**src/rtl/slow_clock_stepper.sv**
```systemverilog
// Fast-domain stepper: synchronises a divided slow clock, emits one step pulse per rising edge
// for a programmed burst length, measures the slow period and aborts on a stalled slow clock.
module slow_clock_stepper #(
  parameter int unsigned STEP_W   = 16,
  parameter int unsigned PERIOD_W = 28,
  parameter int unsigned TIMEOUT  = 8000000
) (
  input  logic                clock,
  input  logic                reset,
  input  logic                slow_clock,
  input  logic                start,
  input  logic [STEP_W-1:0]   num_steps,
  output logic                step_pulse,
  output logic                busy,
  output logic                done,
  output logic                timeout,
  output logic [STEP_W-1:0]   steps_left,
  output logic [PERIOD_W-1:0] period,
  output logic                period_valid
);

  localparam int unsigned WdW = $clog2(TIMEOUT);

  typedef enum logic [1:0] {StIdle, StRun, StFinish} state_e;

  state_e                state_q, state_d;
  logic [2:0]            sync_q;
  logic                  rise;
  logic [STEP_W-1:0]     steps_q, steps_d;
  logic [WdW-1:0]        wd_q, wd_d;
  logic                  timeout_q, timeout_d;
  logic                  step_q, step_d;
  logic                  done_q, done_d;
  logic                  busy_q, busy_d;
  logic [PERIOD_W-1:0]   cnt_q, cnt_d;
  logic [PERIOD_W-1:0]   period_q, period_d;
  logic                  valid_q, valid_d;
  logic                  armed_q, armed_d;

  assign rise = sync_q[1] & ~sync_q[2];

  always_comb begin
    state_d   = state_q;
    steps_d   = steps_q;
    wd_d      = wd_q;
    timeout_d = timeout_q;
    step_d    = 1'b0;
    done_d    = 1'b0;
    unique case (state_q)
      StIdle: begin
        if (start) begin
          steps_d   = num_steps;
          timeout_d = 1'b0;
          wd_d      = '0;
          state_d   = (num_steps == '0) ? StFinish : StRun;
        end
      end
      StRun: begin
        // A rise in the expiry cycle still counts and re-arms the watchdog.
        if (rise) begin
          step_d  = 1'b1;
          steps_d = steps_q - STEP_W'(1);
          wd_d    = '0;
          if (steps_q == STEP_W'(1)) state_d = StFinish;
        end else if (wd_q == WdW'(TIMEOUT - 1)) begin
          timeout_d = 1'b1;
          state_d   = StIdle;
        end else begin
          wd_d = wd_q + WdW'(1);
        end
      end
      StFinish: begin
        done_d  = 1'b1;
        state_d = StIdle;
      end
      default: state_d = StIdle;
    endcase
    busy_d = (state_d != StIdle);
  end

  always_comb begin
    cnt_d    = (cnt_q == '1) ? cnt_q : cnt_q + PERIOD_W'(1);
    period_d = period_q;
    valid_d  = valid_q;
    armed_d  = armed_q;
    if (rise) begin
      cnt_d = '0;
      // The first rise after reset only starts the measurement window.
      if (!armed_q) begin
        armed_d = 1'b1;
      end else begin
        period_d = (cnt_q == '1) ? cnt_q : cnt_q + PERIOD_W'(1);
        valid_d  = 1'b1;
      end
    end
  end

  always_ff @(posedge clock or posedge reset) begin
    if (reset) begin
      state_q   <= StIdle;
      sync_q    <= '0;
      steps_q   <= '0;
      wd_q      <= '0;
      timeout_q <= 1'b0;
      step_q    <= 1'b0;
      done_q    <= 1'b0;
      busy_q    <= 1'b0;
      cnt_q     <= '0;
      period_q  <= '0;
      valid_q   <= 1'b0;
      armed_q   <= 1'b0;
    end else begin
      state_q   <= state_d;
      sync_q    <= {sync_q[1:0], slow_clock};
      steps_q   <= steps_d;
      wd_q      <= wd_d;
      timeout_q <= timeout_d;
      step_q    <= step_d;
      done_q    <= done_d;
      busy_q    <= busy_d;
      cnt_q     <= cnt_d;
      period_q  <= period_d;
      valid_q   <= valid_d;
      armed_q   <= armed_d;
    end
  end

  assign step_pulse   = step_q;
  assign busy         = busy_q;
  assign done         = done_q;
  assign timeout      = timeout_q;
  assign steps_left   = steps_q;
  assign period       = period_q;
  assign period_valid = valid_q;

endmodule

```
**config.mk**
```make
export PLATFORM = sky130hd
export DESIGN_NAME = slow_clock_stepper
export DESIGN_NICKNAME = d
export VERILOG_FILES = /design/src/rtl/slow_clock_stepper.sv
export SDC_FILE = /design/constraint.sdc
export NUM_CORES = 1
export LEC_CHECK = 0
export BUFFER_PORTS_ARGS = -buffer_cell sky130_fd_sc_hd__clkbuf_2
export CORE_MARGIN = 2
export CORE_UTILIZATION = 50
export DETAILED_ROUTE_END_ITERATION = 10
export PLACE_DENSITY = 0.71
export SYNTH_ARGS = -nofsm -noshare
export SYNTH_HDL_FRONTEND = slang
export SYNTH_SLANG_ARGS = --single-unit
```
**constraint.sdc**
```tcl
create_clock -name clock -period 4.39 [get_ports clock]
set_input_delay 1.0975 -clock clock [delete_from_list [all_inputs] [get_ports clock]]
set_output_delay 1.0975 -clock clock [all_outputs]
set_load 0.02 [all_outputs]
```
==> results.md, run 1 <==
* Run status: completed
* TritonCTS clock tree: done
* RSZ-0062 raised after global routing: no
* Fin worst setup slack at 1.58 ns
* Max-slew violation count at 0
* PortBufs at 68
* Ant diodes at 0
* Startpoint Class: input port
* R2R setup slack at 1.86 ns
* Post-CTS setup repair buffer count at 0
* Placement Cell Area at 0.00579 sq mm
* WL met1 at 5670 um
* Tmin final at 2.81 ns
* Final hold slack at 0.373 ns
* Fin cells at 778
* DRT antenna net count at 0
* Relative slew slack at 0.216
* Critical Path Source: start
* Worst VDD drop at 0.238 mV
* Pre-CTS setup slack at 1.25 ns
* DR WL met2 at 6310 um
* Max Cap Viol at 0
* Max Clk Rate at 356 MHz
* Clk network pwr share at 0.246
* Final Hold Viols at 0
* Clk_skew at 0.0175 ns
* Top cells by area, synth: dfrtp_1 50%, o21ai_0 4.6%, nor2_1 4.6%
* Critical-path cell list: clkbuf_2 > nor3b_1 > a21o_1 > buf_4 > a21oi_1 > or4b_1 > a21oi_1
* Hold-fix buffers, CTS at 0
* Cts repair resizes at 0
* WP data arrival at 3.10 ns
* Total track usage at 0.237
* CP most frequent cell: a21oi_1
* GRT overflow at 0
* Post-synth EDFFs at 0
* Post-Syn Instances at 578
* Comb pwr share at 0.214
* Worst R2R Start: state_q[1]
* Slowest-stage cell, CP: nor3b_1
* DR iter-0 viols at 338
* Initial Utilization at 0.517
* Worst-path fanout max at 31
* Via total after detailed routing at 4711
* Fraction of registers with async set/reset at 1.00
* Core area at 0.0103 sq mm
* Worst setup path end: wd_q[20]
* WL final at 12900 um
* Area Overhead vs Synth at 11.8%
* Mean post-synth cell area at 9.23 sq um
* Post-synth top area cell: dfrtp_1
* First-pass GRT wire length at 21800 um
* Yosys warns at 0
* Data required, critical path at 4.69 ns
* Static Leak at 2.56 nW
* Most frequent cells after synthesis: 106 x dfrtp_1, 65 x nor2_1, 59 x nand2_1
* CTS buffer count at 9
* Chip Width at 107 um
* DR DRC count at 0
* Die ar. at 0.0115 sq mm
* R2r worst-path depth at 5
* DIE HEIGHT at 107 um
* Pre-Repair DR Iteration Count at 5
* Syn nets at 602
* Net Switching at 0.810 mW
* GPL Wtd Cong at 0.892
* Worst-Margin Slew at 1.17 ns
* Final setup vio count at 0
* Count of cell types in the netlist at 60
* PwrDens at 382 mW/mm^2
* Synth top area share at 0.497
* Tightest Hold Check Type: reg -> reg
* Crit. End Element: flop
* Uppermost layer routed: met4
* Layout cells sized above 1 at 0.157
* #FFs+latches synth at 106
* Flop pwr share at 0.540
* Sw frac at 0.356
* # nets final at 661
* Placed Cells incl. Taps at 762
* WL met3 at 701 um
* Root Driver: clkbuf_8
* Rows at 37
* Top_reg_cell synth: dfrtp_1
* Reg2reg end: wd_q[11]
* CP max stage delay at 0.64 ns
* Clock transition at path regs at 0.10 ns
* CTS max path bufs at 2
* Routed len/inst at 16.6 um
* CTS Sinks at 106
* Fin crit share at 0.640
* Pin count of the biggest net entering global routing at 70
* IO Pins at 69
* WS Path Type: in -> reg
* Antenna violations before repair at 0
* Sequential fraction of the synthesis area at 0.497
* Vias in the first global route at 4440
* Pint at 1.47 mW
* Final Cell Area at 0.00597 sq mm
* Post-DR vias/cell at 6.06
* Skew-Pair Late Insertion Delay at 0.37 ns
* Most frequent cell after synthesis: dfrtp_1
* Synth Cell Area at 0.00534 sq mm
* DP HPWL at 9170 um
* Final setup TNS at 0 ns
* CTS H-tree depth at 3
[worst max-delay path: cells and delay by family]
family | cells | cell delay [ns]
compound gates | 3 | 0.44
buf+inv | 2 | 0.39
simple gates | 2 | 1.16
[kinds of logic (layout without fill, tap and decap cells)]
logic type	count (synthesis)	after routing	synth area share
adders and majority gates	4	4	0.00938
AOI/OAI and AO/OA	149	149	0.174
buffers and inverters	38	102	0.0298
DFF	106	106	0.497
and+or+nand+nor	256	256	0.248
muxes	2	2	0.00375
xor gates and xnor gates	23	23	0.0378
[power by group through the flow]
stage	clock network (mW)	logic [mW]	registers [mW]
finish	0.560	0.488	1.23
global route	0.613	0.545	1.25
detailed placement	0	0.491	1.24
floorplan	0	0.233	1.31
global placement	0	0.481	1.24
CTS	0.584	0.491	1.23
[metrics by stage]
stage	utilization	power, mW
floorplan	-	1.54
global placement	0.561	1.72
detailed placement	0.561	1.73
CTS	0.578	2.30
global route	0.578	2.41
finish	0.578	2.28
[how the worst min path moves through the flow]
| stage | from | to | slack (ns) | cells after the start |
|---|---|---|---|---|
| final | sync_q[0] | sync_q[1] | 0.37 | 0 |
| after global routing | sync_q[0] | sync_q[1] | 0.39 | 0 |
| after CTS | sync_q[0] | sync_q[1] | 0.37 | 0 |
| after detailed placement | sync_q[0] | sync_q[1] | 0.35 | 0 |
| after global placement | sync_q[0] | sync_q[1] | 0.35 | 0 |
| after floorplan | sync_q[0] | sync_q[1] | 0.33 | 0 |
[layer usage]
metal  global-route usage  vias to the layer above
li1                     -                     2257
met1                0.315                     2254
met2                0.396                      183
met3               0.0418                       17
met4               0.0733                        0
met5                    0                        -
[registers in the layout, summed over array words and instances, names as in the netlist]
register      flops
armed_q           1
busy              1
cnt_q            28
done              1
period           28
period_valid      1
state_q           2
step_pulse        1
steps_left       16
sync_q            3
timeout           1
wd_q             23
[layout make-up]
cell class	count	area, sq um
fill	939	4360
clock inverter	6	47.5
clock buffer	10	128
multi-input combinational	434	2530
sequential	106	2650
inverter	11	43.8
tap	136	170
timing repair buffer	75	393
[placed cells by master (no fill, tap or decap), drive strengths merged, types with 9 or more instances in the layout]
master / instances
nor4: 13
xor2: 13
dfrtp: 106
or3: 10
inv: 14
nor3: 17
nand2: 59
nand4: 21
o21ai: 52
clkbuf: 78
and4: 9
a21oi: 33
a31oi: 11
nor2: 65
or4: 9
o31ai: 13
nand3: 23
xnor2: 10
(Power assumes the default switching activity.)
==> inputs of run 2 (changes only) <==
PLACE_DENSITY = 0.73   (was 0.71)
clock period = 2.3 ns   (was 4.39 ns; I/O delays follow)
==> run 2 against run 1 <==
- sequential power is 90% higher
- cell area increased by 4.1%
- final cell count increased by 3.0%
- total power is 100% higher
- combinational power rose by 97%
- setup slack got worse by 1.4 ns
- utilization grew 2.4 points
- critical path type is now reg -> reg
- largest power group unchanged
==> results.md, run 2 (synthesis gave the netlist of run 1 again) <==
* Run status: completed (unchanged)
* WS Path Type: reg -> reg (was in -> reg)
* DIE HEIGHT at 107 um (unchanged)
* WP data arrival at 2.44 ns (was 3.10 ns)
* Ant diodes at 0 (unchanged)
* Worst Hold Endpoint: sync_q[0] (was sync_q[1])
* Hold path cells at 1 (was 0)
* Static Leak at 2.70 nW (was 2.56 nW)
* Max Cap Viol at 0 (unchanged)
* Initial Utilization at 0.517 (unchanged)
* Post-DR vias/cell at 5.91 (was 6.06)
* Fin crit share at 0.940
* CTS max path bufs at 2 (unchanged)
* Final Hold Viols at 0 (unchanged)
* CTS H-tree depth at 3 (unchanged)
* GPL Wtd Cong at 0.892 (unchanged)
* Area Overhead vs Synth at 16.4% (was 11.8%)
* Tmin final at 2.16 ns
* Routed len/inst at 16.2 um (was 16.6 um)
* Core area at 0.0103 sq mm (unchanged)
* Worst-Margin Slew at 0.573 ns (was 1.17 ns)
* Hold-fix buffers, CTS at 0 (unchanged)
* Rows at 37 (unchanged)
* Most common cell after layout, fill and taps aside: dfrtp_1 (unchanged)
* Flop pwr share at 0.510 (was 0.540)
* Root Driver: clkbuf_8 (unchanged)
* Pin count of the biggest net entering global routing at 107 (was 70)
* FILL cells at 926 (was 939)
* Total power at 4.58 mW (was 2.28 mW)
* Tightest Hold Check Type: in -> reg (was reg -> reg)
* PwrDens at 738 mW/mm^2 (was 382 mW/mm^2)
* Reg2reg end: state_q[1] (was wd_q[11])
* Placement Cell Area at 0.00598 sq mm (was 0.00579 sq mm)
* Clk_skew at 0.0147 ns (was 0.0175 ns)
* DR DRC count at 0 (unchanged)
* DRT antenna net count at 0 (unchanged)
* Comb pwr share at 0.210 (was 0.214)
* TritonCTS clock tree: done (unchanged)
* Worst VDD drop at 0.674 mV (was 0.238 mV)
* Total track usage at 0.234 (was 0.237)
* PortBufs at 68 (unchanged)
* DR iter-0 viols at 290 (was 338)
* Pre-Repair DR Iteration Count at 5 (unchanged)
* Hold path startpoint: slow_clock (was sync_q[0])
* Fin cells at 801 (was 778)
* Antenna violations before repair at 0 (unchanged)
* Net Switching at 1.54 mW (was 0.810 mW)
* Layout cells sized above 1 at 0.188 (was 0.157)
* Final setup TNS at 0 ns (unchanged)
* CTS buffer count at 9 (unchanged)
* Chip Width at 107 um (unchanged)
* GRT overflow at 0 (unchanged)
* Final Cell Area at 0.00621 sq mm (was 0.00597 sq mm)
* WL final at 13000 um (was 12900 um)
* Final setup vio count at 0 (unchanged)
* Worst-path fanout max at 12 (was 31)
* Vias in the first global route at 4492 (was 4440)
* Crit. End Element: flop (unchanged)
* Data required, critical path at 2.57 ns (was 4.69 ns)
* Pint at 3.04 mW (was 1.47 mW)
* Max-slew violation count at 0 (unchanged)
* Relative slew slack at 0.617 (was 0.216)
* RSZ-0062 raised after global routing: no (unchanged)
* Leading cell types in the layout, fill and taps excluded: 106 x dfrtp_1, 68 x clkbuf_2, 65 x nor2_1 (unchanged)
* CTS Sinks at 106 (unchanged)
* # nets final at 684 (was 661)
* Die ar. at 0.0115 sq mm (unchanged)
* R2R setup slack at 0.14 ns (was 1.86 ns)
* Clk network pwr share at 0.280 (was 0.246)
* Placed Cells incl. Taps at 785 (was 762)
* Skew-Pair Late Insertion Delay at 0.38 ns (was 0.37 ns)
* First-pass GRT wire length at 21400 um (was 21800 um)
* Max Clk Rate at 462 MHz
* R2r worst-path depth at 7 (was 5)
* Worst R2R Start: wd_q[0] (was state_q[1])
* DP HPWL at 9180 um (was 9170 um)
* IO Pins at 69 (unchanged)
* Via total after detailed routing at 4733 (was 4711)
* Clock transition at path regs at 0.11 ns (was 0.10 ns)
* Startpoint Class: flop (was input port)
* Sw frac at 0.336 (was 0.356)
==> run 2: cell count changes in the layout (fill, tap and decap cells not counted) <==
cell	before	now
nor2b_2	2	1
nor2b_1	1	2
buf_4	7	29
clkinv_2	1	0
bufinv_16	0	2
clkinvlp_4	1	2
inv_4	1	0
buf_12	0	1
or3_1	10	8
inv_8	0	1
inv_6	3	1
or3_4	0	2
==> run 2: timing repair <==
| item | CTS | global route |
|---|---|---|
| setup buffers | 0 | 0 |
| gates resized for setup | 0 | 2 |
| endpoints found under the setup margin | 0 | 13 |
==> run 2: per-stage QoR <==
step / setup WS, ns / hold slack (ns) / util
floorplan: 0.225 / 0.331 / -
global placement: 0.161 / 0.351 / 0.579
CTS: 0.0415 / 0.296 / 0.601
detailed placement: 0.0935 / 0.340 / 0.579
finish: 0.137 / 0.312 / 0.602
global route: 0.0230 / 0.291 / 0.602
==> run 2: how the worst max path moves through the flow <==
stage                              from             end  slack (ns)
after floorplan           steps_left[0]  steps_left[15]        0.23
after detailed placement       cnt_q[0]       period[2]        0.09
after global routing      steps_left[0]  steps_left[11]        0.02
after global placement         cnt_q[0]      period[13]        0.16
final                           wd_q[0]      state_q[1]        0.14
after CTS                      cnt_q[0]       period[8]        0.04
==> run 2: final cells by class <==
class / count / area [sq um] / area share
clock buffer: 10 / 128 / 0.0206
clock inverter: 6 / 96.3 / 0.0155
inverter: 11 / 45.0 / 0.00725
multi-input combinational: 434 / 2540 / 0.409
timing repair buffer: 98 / 578 / 0.0931
tap: 136 / 170 / 0.0274
sequential: 106 / 2650 / 0.427
==> run 2: power by group through the flow <==
stage	registers [mW]	clock network (mW)	logic, mW
after floorplan	2.50	0	0.444
after global placement	2.35	0	0.949
after detailed placement	2.37	0	0.971
after CTS	2.33	1.32	0.971
after global routing	2.37	1.39	1.08
final	2.34	1.29	0.962
==> run 2: metal layers <==
layer / share of wire / vias to the layer above / global-route usage
met1: 0.43 / 2277 / 0.300
met4: 0.018 / 0 / 0.0826
met2: 0.51 / 124 / 0.392
li1: - / 2305 / -
met3: 0.047 / 27 / 0.0515
met5: 0 / - / 0
==> run 2: critical path, stage by stage (launching register included) <==
cell and delay [ns]:
dfrtp_1 0.45, ha_1 0.25, nand3_1 0.12, or2_2 0.37, o21ai_1 0.27, buf_4 0.24
o21ai_0 0.13, a41o_1 0.23
==> inputs of run 3 (changes only) <==
CORE_ASPECT_RATIO = 1.1   (was default)
==> run 3 against run 2 <==
- hold slack improved by 0.016 ns
- sequential cell count unchanged
- utilization increased by 1.1 points
- count of clock-buffer cells in the layout unchanged
- first-iteration DRC count decreased by 16%
- fmax increased by 0.14%
- routed wire length increased by 4.1%
- setup slack improved by 0.0031 ns
- sequential share of layout area decreased by 1.0 points
- critical endpoint is now steps_left[11]
- largest cell class unchanged
- largest power group unchanged
==> results.md, run 3 (synthesis gave the netlist of run 1 again) <==
* Fin crit share at 0.939 (was 0.940)
* PwrDens at 762 mW/mm^2 (was 738 mW/mm^2)
* Post-CTS setup repair buffer count at 0 (unchanged)
* Antenna violations before repair at 0 (unchanged)
* # nets final at 689 (was 684)
* Vias in the first global route at 4873 (was 4492)
* Run status: completed (unchanged)
* Startpoint Class: flop (unchanged)
* WL final at 13500 um (was 13000 um)
* Clock transition at path regs at 0.08 ns (was 0.11 ns)
* Most common cell after layout, fill and taps aside: dfrtp_1 (unchanged)
* Static Leak at 2.77 nW (was 2.70 nW)
* Worst Hold Endpoint: sync_q[0] (unchanged)
* IO Pins at 69 (unchanged)
* Max Clk Rate at 463 MHz (was 462 MHz)
* R2r worst-path depth at 5 (was 7)
* Worst-Margin Slew at 0.741 ns (was 0.573 ns)
* Final Hold Viols at 0 (unchanged)
* DR DRC count at 0 (unchanged)
* PortBufs at 68 (unchanged)
* Tmin final at 2.16 ns (about the same)
* First-pass GRT wire length at 22800 um (was 21400 um)
* Hold path startpoint: slow_clock (unchanged)
* Max-slew violation count at 0 (unchanged)
* DIE HEIGHT at 112 um (was 107 um)
* GRT overflow at 0 (unchanged)
* Layout cells sized above 1 at 0.197 (was 0.188)
* Post-DR vias/cell at 6.09 (was 5.91)
* Core area at 0.0104 sq mm (was 0.0103 sq mm)
* GPL Wtd Cong at 0.947 (was 0.892)
* Area of the multi-input gates at 0.00254 sq mm (about the same)
* Cts repair resizes at 0 (unchanged)
* Hold-fix buffers, CTS at 0 (unchanged)
* CTS H-tree depth at 3 (unchanged)
* CTS max path bufs at 2 (unchanged)
* Die ar. at 0.0115 sq mm (about the same)
* Total track usage at 0.247 (was 0.234)
* Pin count of the biggest net entering global routing at 44 (was 107)
* Worst-path fanout max at 6 (was 12)
* Pre-Repair DR Iteration Count at 6 (was 5)
* DP HPWL at 9630 um (was 9180 um)
* Pre-CTS setup slack at 0.139 ns (was 0.0935 ns)
* Final hold slack at 0.328 ns (was 0.312 ns)
* CTS buffer count at 9 (unchanged)
* FILL cells at 909 (was 926)
* WS Path Type: reg -> reg (unchanged)
* DR iter-0 viols at 244 (was 290)
* DRT antenna net count at 0 (unchanged)
* Reg2reg end: steps_left[11] (was state_q[1])
* TritonCTS clock tree: done (unchanged)
* Max Cap Viol at 0 (unchanged)
* Relative slew slack at 0.505 (was 0.617)
* R2R setup slack at 0.14 ns (about the same)
* WP data arrival at 2.41 ns (was 2.44 ns)
* Skew-Pair Late Insertion Delay at 0.35 ns (was 0.38 ns)
* Ant diodes at 0 (unchanged)
* CTS Sinks at 106 (unchanged)
* Rows at 39 (was 37)
* Routed len/inst at 16.6 um (was 16.2 um)
* Leading cell types in the layout, fill and taps excluded: 106 x dfrtp_1, 68 x clkbuf_2, 65 x nor2_1 (unchanged)
* Crit. End Element: flop (unchanged)
* Clk_skew at 0.00815 ns (was 0.0147 ns)
* Tightest Hold Check Type: in -> reg (unchanged)
* Final setup vio count at 0 (unchanged)
* Data required, critical path at 2.55 ns (was 2.57 ns)
* Final setup TNS at 0 ns (unchanged)
* Fin worst setup slack at 0.140 ns (was 0.137 ns)
* Reg area at 0.00265 sq mm (unchanged)
* Hold path cells at 1 (unchanged)
* Worst VDD drop at 0.519 mV (was 0.674 mV)
* Via total after detailed routing at 4949 (was 4733)
* Initial Utilization at 0.513 (was 0.517)
* Area Overhead vs Synth at 19.3% (was 16.4%)
* Worst R2R Start: steps_left[3] (was wd_q[0])
* RSZ-0062 raised after global routing: no (unchanged)
* Root Driver: clkbuf_16 (was clkbuf_8)
* Chip Width at 102 um (was 107 um)
run 3: metal layers:
metal,GRT usage,part of all wire,vias up
met5,0,0,-
met4,0.0987,0.015,0
met3,0.0324,0.056,21
met2,0.408,0.51,192
met1,0.327,0.42,2415
li1,-,-,2321
run 3: power by group:
part | internal [mW] | leakage, nW | switching (mW)
sequential | 2.07 | 1.39 | 0.238
clock | 0.778 | 0.144 | 0.721
combinational | 0.375 | 1.24 | 0.664
total | 3.23 | 2.77 | 1.62
run 3: critical path: stages, from the launching register on:
cell	delay, ns
dfrtp_1	0.43
or4_1	0.60
or3_1	0.42
nor2_1	0.26
a31oi_1	0.14
o22a_1	0.21
run 3: worst max-delay path by stage:
stage               cells after the start          start  slack, ns        endpoint
finish                                  5  steps_left[3]       0.14  steps_left[11]
CTS                                     7       cnt_q[0]        0.1       period[6]
floorplan                               5  steps_left[0]       0.23  steps_left[15]
global route                            6       wd_q[13]       0.02        wd_q[17]
detailed placement                      7       cnt_q[0]       0.14      period[15]
global placement                        6       cnt_q[0]       0.17      period[13]
run 3: final cells by class:
cell class / instances / share of cell area
Timing Repair Buffer: 103 / 0.103
Multi-Input combinational cell: 434 / 0.400
Sequential cell: 106 / 0.417
Clock inverter: 6 / 0.00767
Inverter: 11 / 0.00708
Clock buffer: 10 / 0.0376
Tap cell: 143 / 0.0281
run 3: stage by stage:
step / cell area [sq um] / utilization / power (mW) / instances
final: 6360 / 0.612 / 4.85 / 813
after global routing: 6360 / 0.612 / 5.10 / 813
after CTS: 6350 / 0.611 / 4.87 / 813
after detailed placement: 6060 / 0.583 / 3.38 / 797
after global placement: 6060 / 0.583 / 3.34 / 797
after floorplan: 5340 / - / 2.95 / 578
